[config.mk]
export PLATFORM = sky130hd
export DESIGN_NAME = dly_cal_ctrl
export DESIGN_NICKNAME = d
export VERILOG_FILES = /design/src/rtl/dly_cal_ctrl_pkg.sv /design/src/rtl/dly_cal_ctrl_pd_vote_acc.sv /design/src/rtl/dly_cal_ctrl.sv
export SDC_FILE = /design/constraint.sdc
export NUM_CORES = 1
export LEC_CHECK = 0
export CORE_MARGIN = 5
export CORE_UTILIZATION = 45
export DETAILED_ROUTE_END_ITERATION = 10
export PLACE_DENSITY = 0.69
export SETUP_SLACK_MARGIN = 0.1
export SYNTH_ARGS = -nofsm -noshare
export SYNTH_HDL_FRONTEND = slang
export SYNTH_SLANG_ARGS = --single-unit
[constraint.sdc]
create_clock -name clk -period 6.9 [get_ports clk]
set_input_delay 0.69 -clock clk [delete_from_list [all_inputs] [get_ports clk]]
set_output_delay 0.69 -clock clk [all_outputs]
set_load 0.02 [all_outputs]
[src/rtl/dly_cal_ctrl_pkg.sv]
// Shared types and default parameters for the delay-line calibration controller.
package dly_cal_pack;

    localparam int DEF_N_CODE     = 6;
    localparam int DEF_SETTLE_CYC = 8;
    localparam int DEF_N_AVG      = 16;

    typedef enum logic [2:0] {
        ST_IDLE,
        ST_SETTLE,
        ST_MEAS,
        ST_DECIDE,
        ST_DONE
    } state_e;

    typedef enum logic {
        MODE_SEARCH,
        MODE_TRACK
    } mode_e;

endpackage

[src/rtl/dly_cal_ctrl_pd_vote_acc.sv]
// Phase-detector vote accumulator: counts valid samples and early votes until
// N_AVG samples have been collected, then holds until cleared.
module pd_vote_acc #(
    parameter int N_AVG = 16,
    parameter int CW    = $clog2(N_AVG) + 1
) (
    input  logic          clk,
    input  logic          rst,
    input  logic          clr,
    input  logic          pd_valid,
    input  logic          pd_early,
    output logic [CW-1:0] smp_cnt,
    output logic [CW-1:0] early_cnt,
    output logic          full
);

    logic [CW-1:0] smp_q;
    logic [CW-1:0] early_q;

    always_ff @(posedge clk or posedge rst) begin
        if (rst) begin
            smp_q   <= '0;
            early_q <= '0;
        end else if (clr) begin
            smp_q   <= '0;
            early_q <= '0;
        end else if (pd_valid && !full) begin
            smp_q   <= smp_q + CW'(1);
            early_q <= early_q + {{(CW-1){1'b0}}, pd_early};
        end
    end

    assign full      = (smp_q == CW'(N_AVG));
    assign smp_cnt   = smp_q;
    assign early_cnt = early_q;

endmodule

[src/rtl/dly_cal_ctrl.sv]
// Delay-line calibration: MSB-first binary search on the phase-detector majority
// vote, optionally followed by +/-1 tracking.
//
// state  | meaning
// IDLE   | after reset, waiting for start
// SETTLE | delay line settling after a code change, pd ignored
// MEAS   | collecting N_AVG valid phase-detector votes
// DECIDE | apply search bit decision or tracking step
// DONE   | result held, waiting for start
module dly_cal_ctrl
    import dly_cal_pack::*;
#(
    parameter int N_CODE     = DEF_N_CODE,
    parameter int SETTLE_CYC = DEF_SETTLE_CYC,
    parameter int N_AVG      = DEF_N_AVG
) (
    input  logic              clk,
    input  logic              rst,
    input  logic              start,
    input  logic              track_en,
    input  logic              pd_valid,
    input  logic              pd_early,
    output logic [N_CODE-1:0] code,
    output logic              busy,
    output logic              done,
    output logic              fail
);

    localparam int IW = $clog2(N_CODE);
    localparam int SW = (SETTLE_CYC > 1) ? $clog2(SETTLE_CYC) : 1;
    localparam int CW = $clog2(N_AVG) + 1;
    localparam logic [N_CODE-1:0] CODE_MID = {1'b1, {(N_CODE-1){1'b0}}};
    localparam logic [N_CODE-1:0] CODE_MAX = '1;

    state_e            state_q, state_d;
    mode_e             mode_q, mode_d;
    logic [N_CODE-1:0] code_q, code_d;
    logic [IW-1:0]     idx_q, idx_d;
    logic [SW-1:0]     settle_q, settle_d;
    logic              done_q, done_d;
    logic              fail_q, fail_d;

    logic              acc_clr;
    logic              acc_vld;
    logic [CW-1:0]     smp_cnt;
    logic [CW-1:0]     early_cnt;
    logic              acc_full;
    logic              vote_early;
    logic              vote_tie;
    logic              in_loop;

    assign in_loop = (state_q == ST_SETTLE) || (state_q == ST_MEAS) || (state_q == ST_DECIDE);
    assign acc_clr = (state_q != ST_MEAS);
    assign acc_vld = pd_valid && (state_q == ST_MEAS);

    pd_vote_acc #(
        .N_AVG (N_AVG),
        .CW    (CW)
    ) u_vote_acc (
        .clk       (clk),
        .rst       (rst),
        .clr       (acc_clr),
        .pd_valid  (acc_vld),
        .pd_early  (pd_early),
        .smp_cnt   (smp_cnt),
        .early_cnt (early_cnt),
        .full      (acc_full)
    );

    // Strict majority: an exact tie counts as late in search, hold in track.
    assign vote_early = acc_full && (early_cnt >  CW'(N_AVG / 2));
    assign vote_tie   = acc_full && (early_cnt == CW'(N_AVG / 2));

    always_ff @(posedge clk or posedge rst) begin
        if (rst) begin
            state_q  <= ST_IDLE;
            mode_q   <= MODE_SEARCH;
            code_q   <= CODE_MID;
            idx_q    <= '0;
            settle_q <= '0;
            done_q   <= 1'b0;
            fail_q   <= 1'b0;
        end else begin
            state_q  <= state_d;
            mode_q   <= mode_d;
            code_q   <= code_d;
            idx_q    <= idx_d;
            settle_q <= settle_d;
            done_q   <= done_d;
            fail_q   <= fail_d;
        end
    end

    always_comb begin
        state_d  = state_q;
        mode_d   = mode_q;
        code_d   = code_q;
        idx_d    = idx_q;
        settle_d = settle_q;
        done_d   = done_q;
        fail_d   = fail_q;

        if (start && ((state_q == ST_IDLE) || (state_q == ST_DONE) ||
                      (mode_q == MODE_TRACK && in_loop))) begin
            state_d  = ST_SETTLE;
            mode_d   = MODE_SEARCH;
            code_d   = CODE_MID;
            idx_d    = IW'(N_CODE - 1);
            settle_d = SW'(SETTLE_CYC - 1);
            done_d   = 1'b0;
            fail_d   = 1'b0;
        end else if (mode_q == MODE_TRACK && in_loop && !track_en) begin
            state_d = ST_DONE;
        end else begin
            case (state_q)
                ST_SETTLE: begin
                    if (settle_q == '0) state_d = ST_MEAS;
                    else                settle_d = settle_q - SW'(1);
                end
                ST_MEAS: begin
                    // Leave on the edge that registers the last vote so DECIDE sees a full count.
                    if (acc_vld && (smp_cnt == CW'(N_AVG - 1))) state_d = ST_DECIDE;
                end
                ST_DECIDE: begin
                    state_d  = ST_SETTLE;
                    settle_d = SW'(SETTLE_CYC - 1);
                    if (mode_q == MODE_SEARCH) begin
                        if (!vote_early) code_d[idx_q] = 1'b0;
                        if (idx_q != '0) begin
                            idx_d                  = idx_q - IW'(1);
                            code_d[idx_q - IW'(1)] = 1'b1;
                        end else begin
                            done_d = 1'b1;
                            fail_d = (code_d == '0) || (code_d == CODE_MAX);
                            if (track_en) mode_d  = MODE_TRACK;
                            else          state_d = ST_DONE;
                        end
                    end else if (vote_early) begin
                        fail_d = (code_q == CODE_MAX);
                        if (code_q != CODE_MAX) code_d = code_q + N_CODE'(1);
                    end else if (!vote_tie) begin
                        fail_d = (code_q == '0);
                        if (code_q != '0) code_d = code_q - N_CODE'(1);
                    end else begin
                        fail_d = 1'b0;
                    end
                end
                default: ;
            endcase
        end
    end

    assign code = code_q;
    assign busy = (mode_q == MODE_SEARCH) && in_loop;
    assign done = done_q;
    assign fail = fail_q;

endmodule
==> run summary <==
=================================================================================
GRT met3 Usage .....................................................       2.294%
Endpoints failing setup ............................................            0
Post-Synthesis Net Count ...........................................          271
Internal Pwr Total .................................................     535.3 uW
Start-to-end type of the worst setup path .......................... flip-flop to flip-flop
Worst hold-check path type ......................................... flip-flop to flip-flop
Global-route total usage across every layer ........................       16.28%
First DRT Iteration DRCs ...........................................          177
Growth of design area from synthesis to finish .....................       10.67%
Total standard cell area after synthesis ........................... 0.002111 sq mm
Setup TNS Final ....................................................         0 ns
Reg clk slew, reported paths .......................................      0.10 ns
Largest net degree at the start of global routing ..................           29
Vias in the first global route .....................................         1757
Setup repair after global routing missed its margin ................        false
Minimum setup slack in the final design ............................     4.007 ns
Die Span X .........................................................     78.49 um
Synth Flop Type .................................................... sky130_fd_sc_hd__dfrtp_1
Placer's final routability congestion estimate .....................       0.8687
Crit path DAT ......................................................      3.09 ns
TritonCTS clock tree ...............................................        built
Number of DRC violations after detailed routing ....................            0
Relative contribution of combinational cells to total power ........        55.5%
Data required time at the worst endpoint ...........................      7.10 ns
Root buffer cell ................................................... sky130_fd_sc_hd__clkbuf_8
Total number of vias ...............................................         1824
Residual antenna-violating net count after detailed routing ........            0
Outcome ............................................................ complete, no violations
Area share of the largest cell type after synthesis ................       32.01%
H-tree levels ......................................................            1
Count of filler cells inserted in the layout .......................          446
Die Area ........................................................... 0.006161 sq mm
Cell Pwr Density ................................................... 421.9 mW/mm^2
Hold-fix buffers, CTS ..............................................            0
Portion of the post-synthesis area used by sequential elements .....       33.25%
Antenna Diode Count ................................................            0
Final Hold Fails ...................................................            0
Synthesized area per cell ..........................................  8.409 sq um
Total congestion overflow ..........................................            0
Post-DR wirelength/cell ............................................     15.49 um
Final worst-path cycle share .......................................       41.93%
Final min period ...................................................     2.893 ns
Global route hottest layer .........................................         met2
Fin Clk Skew .......................................................  0.004924 ns
Post-synth EDFFs ...................................................            0
Maximum fanout along the worst path ................................           13
Sequential share of power ..........................................        31.1%
Switch Pwr .........................................................     450.2 uW
Flop2flop setup slack ..............................................      4.01 ns
Worst supply voltage drop on vdd ...................................  0.0001576 V
Final HPWL from detailed placement .................................     3.483 mm
Fraction of power consumed by the clock network ....................        13.5%
Post-cts gate resize count .........................................            0
Critical Path Sink Type ............................................    flip-flop
Transition time of the tightest slew-check pin .....................     1.066 ns
Worst slack after detailed placement ...............................     4.020 ns
CTS Buffer Depth ...................................................            2
First-pass DRT Iterations ..........................................            5
CTS sink cnt .......................................................           28
Ranking of synthesized cells by area ............................... sky130_fd_sc_hd__dfrtp_1 (32%), sky130_fd_sc_hd__ha_1 (7.7%), sky130_fd_sc_hd__nor2_1 (4.6%)
Clock buffers created by TritonCTS .................................            3
Wirelength, routed .................................................     4.817 mm
CP Launch Type .....................................................    flip-flop
Cell taking the most area after synthesis .......................... sky130_fd_sc_hd__dfrtp_1
Source-to-sink clock delay at the later pin of the worst-skew pair .      0.28 ns
Core footprint ..................................................... 0.004629 sq mm
Share of total power consumed by net switching .....................       45.68%
Number of antenna violations at the first check in global routing ..            0
Asr flop ratio synth ...............................................       100.0%
Max Slew Vio Count .................................................            0
Met2 Track Usage GR ................................................       27.74%
Wire length of the first global-routing pass .......................     8.190 mm
Highest achievable clock rate ......................................   0.3457 GHz
Die Y-Extent .......................................................     78.49 um
Share of cells above drive strength 1 ..............................       7.393%
Port-buffer cells ..................................................           14
YS warnings ........................................................            0
Count of cell types in the netlist .................................           57
Fraction of met1 tracks used by global routing .....................       22.10%
Initial core utilization ...........................................       45.59%
Number of synthesized register bits ................................           28
Rows ...............................................................           25
Top-level port count ...............................................           15
Max-cap viol count .................................................            0
Cells after Synth ..................................................          251
Static Leakage .....................................................  0.001017 uW
Area occupied by registers .........................................  701.9 sq um
Max-Slew Margin vs Limit ...........................................       28.85%
Post-CTS Setup Repair Bufs .........................................            0
Layout net count ...................................................          278
Area occupied by multi-input gates ................................. 0.001282 sq mm
Ratio of routed vias to standard cells .............................        5.865
Total power ........................................................     985.5 uW
=================================================================================
## sequential cells by signal, indices dropped and copies added (netlist names)
name,count
u_vote_acc.early_cnt,5
settle_q,3
mode_q,1
u_vote_acc.smp_cnt,5
code,6
idx_q,3
fail,1
done,1
state_q,3
## synth_stat cells (3+ instances only)
| cell | number |
|---|---|
| sky130_fd_sc_hd__a31oi_1 | 7 |
| sky130_fd_sc_hd__nand4_1 | 7 |
| sky130_fd_sc_hd__xnor2_1 | 3 |
| sky130_fd_sc_hd__dfrtp_1 | 27 |
| sky130_fd_sc_hd__xor2_1 | 6 |
| sky130_fd_sc_hd__nor3_1 | 9 |
| sky130_fd_sc_hd__buf_2 | 4 |
| sky130_fd_sc_hd__nor2_1 | 26 |
| sky130_fd_sc_hd__or2_2 | 3 |
| sky130_fd_sc_hd__o21ai_0 | 14 |
| sky130_fd_sc_hd__nand3_1 | 5 |
| sky130_fd_sc_hd__a21o_1 | 4 |
| sky130_fd_sc_hd__nor2b_1 | 6 |
| sky130_fd_sc_hd__a21oi_1 | 17 |
| sky130_fd_sc_hd__o21a_1 | 4 |
| sky130_fd_sc_hd__a211oi_1 | 4 |
| sky130_fd_sc_hd__nand2_1 | 21 |
| sky130_fd_sc_hd__clkbuf_1 | 7 |
| sky130_fd_sc_hd__ha_1 | 13 |
| sky130_fd_sc_hd__mux2i_1 | 4 |
| sky130_fd_sc_hd__inv_1 | 17 |
## area by class of cell
type	count	share of cell area [%]
well taps	54	2.892
clock inverters	1	1.285
inverters	18	3.107
flip-flops and latches	28	30.05
clock buffers	3	1.768
repair buffers	14	5.999
multi-input cells	193	54.90
## critical path, stage by stage (launching register included)
cell,delay (ns)
sky130_fd_sc_hd__dfrtp_1,0.43
sky130_fd_sc_hd__inv_1,0.08
sky130_fd_sc_hd__ha_1,0.14
sky130_fd_sc_hd__and4bb_2,0.29
sky130_fd_sc_hd__nand3_4,0.19
sky130_fd_sc_hd__ha_1,0.35
sky130_fd_sc_hd__a211oi_1,0.30
sky130_fd_sc_hd__o21bai_1,0.11
sky130_fd_sc_hd__a21o_1,0.23
sky130_fd_sc_hd__mux2_2,0.28
sky130_fd_sc_hd__a311oi_1,0.26
sky130_fd_sc_hd__o211ai_1,0.14
## stage by stage
stage	utilization (%)	hold slack, ns	cells	cell area, sq um
CTS	50.46	0.4889	311	2336
global route	50.46	0.5090	311	2336
detailed placement	48.92	0.4741	307	2265
finish	50.46	0.4997	311	2336
global placement	48.92	0.4717	307	2265
floorplan	-	0.4491	251	2111
## power by group through the flow
stage               Sequential (uW)  Clock (uW)  Combinational [uW]
floorplan                       272           0                 437
global placement                307           0                 531
detailed placement              308           0                 540
CTS                             305         136                 543
global route                    319         143                 606
finish                          306         133                 547
## per-layer routing
metal,part of all wire (%),vias to the layer above
met2,48,34
met3,3.1,4
li1,-,921
met5,0,-
met1,48,865
met4,0.66,0
## placed cells by master (no fill, tap or decap), drive strengths merged, types with 4 or more instances in the layout
cell type and count:
a211oi 4, nor2b 6, a31oi 7, mux2i 4, nand4 7, a21o 4
nand2 21, inv 18, dfrtp 27, ha 13, nand3 6, nor2 27
a21oi 17, o21ai 17, xor2 6, nor3 9, clkdlybuf4s50 14, o21a 4
## cells by family (layout without fill, tap and decap cells)
logic type	Yosys count	after routing	synth area share (%)
fa+ha+maj	14	14	8.655
compound gates	74	74	23.36
mux	5	5	2.430
flops	28	28	33.25
simple gates	91	91	22.58
xor+xnor	9	9	3.735
buf+inv	30	36	5.987
## worst paths after layout
kind / start / endpoint / depth (start not counted)
worst min-delay path: settle_q[0] / settle_q[0] / 1
worst min register to register: settle_q[0] / settle_q[0] / 1
max in group asynchronous: rst / code[2] / 2
min in group asynchronous: rst / u_vote_acc.smp_cnt[1] / 2
worst max register to register: u_vote_acc.smp_cnt[0] / code[5] / 11
worst max-delay path: u_vote_acc.smp_cnt[0] / code[5] / 11
Power figures use the tool's default switching activity.
